==> src/rtl/k68_sasc_pump_pkg.sv <==
// Shared constants for the SASC pump: UART register map, status bits and FSM encodings.
package k68_sasc_pump_pkg;

   localparam logic [15:0] K68_UART_ADR_DATA   = 16'h0000;
   localparam logic [15:0] K68_UART_ADR_STATUS = 16'h0001;

   localparam int STAT_RX_EMPTY = 0;
   localparam int STAT_TX_FULL  = 1;

   typedef enum logic [2:0] {
      K68_PUMP_IDLE = 3'd0,
      K68_PUMP_SREQ = 3'd1,
      K68_PUMP_SCHK = 3'd2,
      K68_PUMP_RREQ = 3'd3,
      K68_PUMP_RCAP = 3'd4,
      K68_PUMP_TWR  = 3'd5
   } pump_state_e;

endpackage

==> src/rtl/k68_sasc_pump_fifo.sv <==
// 8-bit synchronous show-ahead FIFO, 2**AW entries; push-on-full and pop-on-empty are dropped.
module k68_sasc_fifo #(
   parameter int AW = 2
) (
   input  logic       clk_i,
   input  logic       rst_i,
   input  logic       push_i,
   input  logic [7:0] din_i,
   input  logic       pop_i,
   output logic [7:0] dout_o,
   output logic       full_o,
   output logic       empty_o
);

   localparam logic [AW:0] DEPTH = {1'b1, {AW{1'b0}}};

   logic [7:0]    mem_q [2**AW];
   logic [AW-1:0] wr_q, rd_q;
   logic [AW:0]   cnt_q;
   logic          do_push, do_pop;

   assign full_o  = (cnt_q == DEPTH);
   assign empty_o = (cnt_q == '0);
   // Full blocks a push even when a pop lands in the same cycle.
   assign do_push = push_i & ~full_o;
   assign do_pop  = pop_i & ~empty_o;
   assign dout_o  = mem_q[rd_q];

   always_ff @(posedge clk_i) begin
      if (do_push) mem_q[wr_q] <= din_i;
   end

   always_ff @(posedge clk_i or posedge rst_i) begin
      if (rst_i) begin
         wr_q  <= '0;
         rd_q  <= '0;
         cnt_q <= '0;
      end else begin
         if (do_push) wr_q <= wr_q + 1'b1;
         if (do_pop)  rd_q <= rd_q + 1'b1;
         case ({do_push, do_pop})
            2'b10:   cnt_q <= cnt_q + 1'b1;
            2'b01:   cnt_q <= cnt_q - 1'b1;
            default: cnt_q <= cnt_q;
         endcase
      end
   end

endmodule

==> src/rtl/k68_sasc_pump.sv <==
// Polls SASC STATUS and shuttles bytes between the host TX/RX FIFOs and the SASC DATA register.
module k68_sasc_pump
   import k68_sasc_pump_pkg::*;
#(
   parameter int          AW       = 2,
   parameter logic [15:0] ADR_STAT = K68_UART_ADR_STATUS,
   parameter logic [15:0] ADR_DATA = K68_UART_ADR_DATA
) (
   input  logic        clk_i,
   input  logic        rst_i,
   input  logic [7:0]  tx_dat_i,
   input  logic        tx_we_i,
   output logic        tx_full_o,
   output logic [7:0]  rx_dat_o,
   input  logic        rx_re_i,
   output logic        rx_empty_o,
   output logic        irq_o,
   output logic [15:0] u_add_o,
   output logic [7:0]  u_dat_o,
   output logic        u_cs_o,
   output logic        u_we_o,
   input  logic [7:0]  u_dat_i
);

   pump_state_e state_q;
   logic        cs_q, we_q;
   logic [15:0] add_q;
   logic [7:0]  dat_q;

   logic [7:0]  tx_head;
   logic        tx_empty, rx_full;
   logic        go_rx, go_tx;

   // RX wins over TX; RX is only serviced when the local FIFO has room, so RCAP cannot overflow.
   assign go_rx = (state_q == K68_PUMP_SCHK) & ~u_dat_i[STAT_RX_EMPTY] & ~rx_full;
   assign go_tx = (state_q == K68_PUMP_SCHK) & ~go_rx & ~u_dat_i[STAT_TX_FULL] & ~tx_empty;

   k68_sasc_fifo #(.AW(AW)) u_tx_fifo (
      .clk_i   (clk_i),
      .rst_i   (rst_i),
      .push_i  (tx_we_i),
      .din_i   (tx_dat_i),
      .pop_i   (go_tx),
      .dout_o  (tx_head),
      .full_o  (tx_full_o),
      .empty_o (tx_empty)
   );

   k68_sasc_fifo #(.AW(AW)) u_rx_fifo (
      .clk_i   (clk_i),
      .rst_i   (rst_i),
      .push_i  (state_q == K68_PUMP_RCAP),
      .din_i   (u_dat_i),
      .pop_i   (rx_re_i),
      .dout_o  (rx_dat_o),
      .full_o  (rx_full),
      .empty_o (rx_empty_o)
   );

   always_ff @(posedge clk_i or posedge rst_i) begin
      if (rst_i) begin
         state_q <= K68_PUMP_IDLE;
         cs_q    <= 1'b0;
         we_q    <= 1'b0;
         add_q   <= '0;
         dat_q   <= '0;
      end else begin
         cs_q <= 1'b0;
         we_q <= 1'b0;
         case (state_q)
            K68_PUMP_IDLE: begin
               state_q <= K68_PUMP_SREQ;
               cs_q    <= 1'b1;
               add_q   <= ADR_STAT;
            end
            K68_PUMP_SREQ: state_q <= K68_PUMP_SCHK;
            K68_PUMP_SCHK: begin
               if (go_rx) begin
                  state_q <= K68_PUMP_RREQ;
                  cs_q    <= 1'b1;
                  add_q   <= ADR_DATA;
               end else if (go_tx) begin
                  state_q <= K68_PUMP_TWR;
                  cs_q    <= 1'b1;
                  we_q    <= 1'b1;
                  add_q   <= ADR_DATA;
                  dat_q   <= tx_head;
               end else begin
                  state_q <= K68_PUMP_IDLE;
               end
            end
            K68_PUMP_RREQ: state_q <= K68_PUMP_RCAP;
            K68_PUMP_RCAP: state_q <= K68_PUMP_IDLE;
            K68_PUMP_TWR:  state_q <= K68_PUMP_IDLE;
            default:       state_q <= K68_PUMP_IDLE;
         endcase
      end
   end

   assign u_cs_o  = cs_q;
   assign u_we_o  = we_q;
   assign u_add_o = add_q;
   assign u_dat_o = dat_q;
   assign irq_o   = ~rx_empty_o;

endmodule

==> config.mk <==
export PLATFORM = sky130hd
export DESIGN_NAME = k68_sasc_pump
export DESIGN_NICKNAME = d
export VERILOG_FILES = /design/src/rtl/k68_sasc_pump_pkg.sv /design/src/rtl/k68_sasc_pump_fifo.sv /design/src/rtl/k68_sasc_pump.sv
export SDC_FILE = /design/constraint.sdc
export NUM_CORES = 1
export LEC_CHECK = 0
export CAP_MARGIN = 20
export CORE_MARGIN = 8
export CORE_UTILIZATION = 30
export CTS_CLUSTER_DIAMETER = 40
export DETAILED_ROUTE_END_ITERATION = 10
export GPL_TIMING_DRIVEN = 0
export PLACE_DENSITY_LB_ADDON = 0.2
export SLEW_MARGIN = 10
export SYNTH_ARGS = -nofsm -noshare
export SYNTH_HDL_FRONTEND = slang
export SYNTH_SLANG_ARGS = --single-unit
==> constraint.sdc <==
create_clock -name clk_i -period 2.6 [get_ports clk_i]
set_input_delay 0.52 -clock clk_i [delete_from_list [all_inputs] [get_ports clk_i]]
set_output_delay 0.52 -clock clk_i [all_outputs]
set_load 0.01 [all_outputs]
# After elaboration in Yosys (flattened, before gate mapping)
# Memories as Yosys holds them, arrays and structs flattened. A register that Yosys moved wholly into a read port is not among the register bits.
# Cells that the tools add are included.
# classes
addsub	8
n_eq_ne	11
muxes	17
bitwise	16
reduce_logical	8
# ops
cell	count
two-way mux 16 bit	2
case mux 16 bit (2 select lines)	1
case mux 3 bit (2 select lines)	2
case mux 3 bit (4 select lines)	1
bitwise AND 1 bit	9
== test 3 bit (second input constant)	3
zero test 3 bit	3
adder 2 x 1 -> 2 bit (second input constant)	4
two-way mux 1 bit	8
inverter 1 bit	7
adder 3 x 1 -> 3 bit (second input constant)	2
== test 3 x 2 -> 1 bit (second input constant)	2
two-way mux 3 bit	2
nonzero test 2 bit	3
subtractor 3 x 1 -> 3 bit (second input constant)	2
== test 2 x 1 -> 1 bit (second input constant)	2
== test 2 bit (second input constant)	2
== test 3 x 1 -> 1 bit (second input constant)	1
!= test 3 x 2 -> 1 bit (second input constant)	1
AND reduction 3 bit	1
case mux 1 bit (2 select lines)	1
AND reduction 2 bit	1
# word_totals
regBits	35
ramBits	64
in_bits	20
elab_cells	72
memories	2
# memory_table
memory	depth	word_bits	rd	rd_ports_with_merged_regs	write_ports	line	source
u_rx_fifo.mem_q	4	8	1	0	1	k68_sasc_pump_fifo.sv:17	logic [7:0] mem_q [2**AW];
u_tx_fifo.mem_q	4	8	1	1	1	k68_sasc_pump_fifo.sv:17	

# Logic depth before layout (Yosys ltp)
# logic_depth
word_depth	10
mapped_depth	11
depth_no_buf	9

# Cells and area by module
# A second synthesis with hierarchy kept.
# hier_totals
cells_unflattened	219
area_unflattened_um2	3878.7
# modules_own_cells
mod	n_inst	cells_each	area_each_um2	seq_area_each_um2
k68_sasc_fifo	2	80	1596.5	1136.1
k68_sasc_pump	1	59	685.7	350.3

# Worst setup path before layout
# OpenSTA, ideal clock, no wires.
# synth_path
path_type	in2reg
from	input u_dat_i[1]
to	register u_tx_fifo.cnt_q[2]
arrival_time_ps	2100
path_slack_ps	421
path_stages	10
cell_sequence	nor4b_4 > o211ai_2 > buf_6 > inv_1 > ha_1 > inv_1 > fa_1 > xor2_1 > nor2_1 > xor2_1
# synth_via
elab_chain_cells	6
elab_cells_between_ends	8
# synth_rtl
element	line	source
start, declared	k68_sasc_pump.sv:22	input logic [7:0] u_dat_i
inverter 1 bit (*)	k68_sasc_pump.sv:36	assign go_tx = (state_q == K68_PUMP_SCHK) & ~go_rx & ~u_dat_i[STAT_TX_FULL] & ~tx_empty;
bitwise AND 1 bit (*) (2 in series)	k68_sasc_pump.sv:36	
bitwise AND 1 bit (*)	k68_sasc_pump_fifo.sv:26	assign do_pop = pop_i & ~empty_o;
net u_tx_fifo.do_pop	k68_sasc_pump_fifo.sv:20	logic do_push, do_pop;
== test 2 x 1 -> 1 bit / == test 2 bit (equally long branches)	k68_sasc_pump_fifo.sv:41	case ({do_push, do_pop})
case mux 3 bit (2 select lines) / nonzero test 2 bit (equally long branches)	--	
end signal, assigned	k68_sasc_pump_fifo.sv:42	2'b10: cnt_q <= cnt_q + 1'b1;
end signal, assigned	k68_sasc_pump_fifo.sv:43	2'b01: cnt_q <= cnt_q - 1'b1;
end signal, assigned	k68_sasc_pump_fifo.sv:44	default: cnt_q <= cnt_q;
end, declared	k68_sasc_pump_fifo.sv:19	logic [AW:0] cnt_q;
# The timed path passes the listed nets; every way through them passes the cells marked *.
# A chain may end at the register's enable or synchronous reset.

# Final worst setup path
# layout_path
from	register u_rx_fifo.rd_q[0]
to	output rx_dat_o[1]
# layout_via
elab_chain_cells	1
# layout_rtl
element	line	source
start, declared	k68_sasc_pump_fifo.sv:18	logic [AW-1:0] wr_q, rd_q;
start signal, assigned	k68_sasc_pump_fifo.sv:40	if (do_pop) rd_q <= rd_q + 1'b1;
memory read (4 x 8 bit)	--	
end, declared	k68_sasc_pump.sv:14	output logic [7:0] rx_dat_o,
# No other way between the ends.

==> results.md <==
* Endpoint, Worst Hold: u_tx_fifo.cnt_q[2]
* RSZ-0062 raised after global routing: no
* Crit-path slowest cell: mux4_2
* Die Span Y at 130 microns
* Max incr delay on CP at 0.55 ns
* Worst-path fanout max at 10
* Outcome: completed
* Number of synthesized flops with an enable pin at 64
* Fmax at 0.404 GHz
* Finished layout cell area at 4920 sq um
* Top cell type by total area after synthesis: edfxtp_1
* Slew @ Worst Pin at 0.683 ns
* Initial Util at 0.308
* Antenna diodes at 0
* Instance area at placement at 4610 sq um
* CTS tree: built
* Post-synthesis sequential area ratio at 0.671
* P&R area growth vs syn at 26.0%
* Synth unique cells at 40
* Count leader, synth: edfxtp_1
* Min-delay src: u_tx_fifo.cnt_q[2]
* Worst Hold Class: reg -> reg
* Slew Limit Fails at 0
* Mapped Area at 3910 sq um
* Die width at 130 microns
* Largest net degree at the start of global routing at 17
* CTS Root Buffer Type: clkbuf_16
* CP Data Arrival Time at 1.95 ns
* WP data required at 2.08 ns
* Tmin final at 2.47 ns
* Power Total at 0.00517 W
* Max Cap Violations at 0
* Async S/R FF share, synth at 0.304
* Slew headroom at 0.544
* GRT Util Overall at 0.0872
* Vias in the first global route at 2093
* Final setup violation count at 0
* Drt pass-1 iters at 2
* Crit path cell chain: clkbuf_4 -> mux4_2 -> clkdlybuf4s50_1
* Routed WL at 6.84 mm
* CP startpoint kind: flop
* Setup_tns at 0 ns
* Hold buffers post-CTS at 0
* Reg-to-reg setup timing slack at 0.22 ns
* Post-CTS Repair Setup Buffers at 0
* Dpl hpwl at 4.81 mm
* Grt ovf at 0
* Primary FF master, synth: edfxtp_1
* Global-route wire length before repair at 11.0 mm
* Core ar. at 12700 sq um
* Synth Instances at 218
* Clk slew on worst S/H paths at 0.06 ns
* Port Buf Inserts at 41
* Setup crit end kind: output port
* Launching point of the worst reg2reg path: u_rx_fifo.cnt_q[0]
* Worst R2R Path Depth at 10
* Synth top area share at 0.492
* Clk sinks at 92
* Vias per inst at 4.18
* Power density cells at 1050 nW/um^2
* TritonCTS Buffers at 9
* Pleak at 1.89 nW
* I/O pin count at 57
* Worst vdd ir at 0.551 mV
* Most frequent cells after synthesis: 64 x edfxtp_1, 28 x dfrtp_1, 18 x inv_1
* Area contributors post-synth: edfxtp_1 49%, dfrtp_1 18%, mux4_2 9.2%, ha_1 3.2%, buf_4 2.9%
* Final nets at 316
* Fin. Hold Viols at 0
* Syn_area_per_cell at 17.9 sq um
* DR iter-0 viols at 64
* Clock latency on the worst-skew pair at 0.34 ns
* Critical path class: reg -> out
* DRC Markers at 0
* DR WL/cell at 14.8 microns
* Worst hold path stage count at 1
* Filler cell count at 1204
* Num rows at 41
* Period utilization at 0.952
* Seq cells post-synth at 92
* Layout cells sized above 1 at 0.228
* Final Wtd Congestion at 0.656
* Setup Skew at 0.00872 ns
* CTS Buffer Depth at 2
* DR vias at 1927
* Die ar. at 16900 sq um
* Antenna Nets Post-Route at 0
* Initial antenna violation count at 0
* R2R Path End: u_tx_fifo.cnt_q[2]
* Htree depth at 3
* Syn. warnings at 0
routing by layer:
layer / share of wire / GRT usage / up-vias
li1: - / - / 906
met1: 0.38 / 0.0864 / 976
met2: 0.54 / 0.159 / 38
met3: 0.066 / 0.0363 / 7
met4: 0.013 / 0.0328 / 0
met5: 0 / 0 / -
timing repair:
| action | 4_1_cts | 5_1_grt |
|---|---|---|
| endpoints found under the setup margin | 4 | 8 |
| gates cloned | 0 | 0 |
| resized for setup | 1 | 1 |
layout by cell type, fill, tap and decap left out, types with 2 or more instances in the layout:
cell type,netlist,final
fa_1,2,2
dfrtp_1,28,28
clkbuf_16,0,10
nor3_1,3,3
mux2_1,2,2
ha_1,10,10
mux2i_1,2,2
clkdlybuf4s50_1,0,40
mux2_4,7,7
edfxtp_1,64,64
buf_4,15,15
and2_1,8,8
nor4b_4,2,2
mux4_2,16,16
a21oi_1,2,2
conb_1,1,15
xor2_1,5,5
inv_1,18,18
nor2_1,2,2
xnor2_1,7,7
clkinvlp_4,0,2
layout make-up:
cell class	count	area, sq um	share of cell area
multi-input combinational	101	1120	0.228
clock inverter	5	58.8	0.0119
buffer	20	145	0.0295
clock buffer	11	254	0.0516
sequential	92	2620	0.533
timing repair buffer	42	437	0.0887
inverter	18	67.6	0.0137
tap	172	215	0.0437
flip-flops by register name, summed over array words and instances, names as in the netlist:
signal,flops
u_tx_fifo.rd_q,2
u_rx_fifo.wr_q,2
u_rx_fifo.mem_q,32
u_add_o,1
u_rx_fifo.cnt_q,3
u_tx_fifo.wr_q,2
u_rx_fifo.rd_q,2
u_tx_fifo.cnt_q,3
state_q,3
u_we_o,1
u_dat_o,8
u_tx_fifo.mem_q,32
u_cs_o,1
worst max-delay path: cells and delay by family, from the launching register on:
family,cells,cell delay [ns]
buffers and inverters,2,0.76
DFF,1,0.32
muxes,1,0.55
cell families (layout without fill, tap and decap cells):
logic type	Yosys count	after routing	synth area share
XOR/XNOR	12	12	0.0269
flip-flops	92	92	0.671
AO/OA/AOI/OAI	10	10	0.0211
other	1	15	0.000960
multiplexers	28	28	0.133
AND/OR/NAND/NOR	24	24	0.0497
adder cells (fa/ha/maj)	12	12	0.0423
buffers and inverters	39	96	0.0548
worst max path at each step:
stage	slack, ns	end	from	depth (start not counted)
final	0.13	rx_dat_o[1]	u_rx_fifo.rd_q[0]	3
after global routing	0.02	rx_dat_o[1]	u_rx_fifo.rd_q[0]	3
after detailed placement	-0.39	u_tx_fifo.cnt_q[2]	u_dat_i[1]	11
after CTS	0.003	rx_dat_o[0]	u_rx_fifo.rd_q[0]	3
after floorplan	0.42	u_tx_fifo.cnt_q[2]	u_dat_i[1]	10
after global placement	-0.33	u_tx_fifo.cnt_q[2]	u_dat_i[1]	11
power by group:
group | internal [W] | switching, W | leakage [nW]
Clock | 0.000805 | 0.000534 | 0.147
Sequential | 0.00194 | 0.000231 | 0.919
Combinational | 0.000940 | 0.000727 | 0.820
Total | 0.00368 | 0.00149 | 1.89
through the flow:
step | setup slack, ns | hold slack [ns] | utilization | instances
4_1_cts | 0.00287 | 0.511 | 0.388 | 461
5_1_grt | 0.0219 | 0.532 | 0.388 | 461
2_1_floorplan | 0.421 | 0.471 | - | 232
3_5_place_dp | -0.395 | 0.503 | 0.364 | 446
6_report | 0.125 | 0.509 | 0.388 | 461
3_3_place_gp | -0.329 | 0.492 | 0.362 | 445
(Power assumes the default switching activity.)
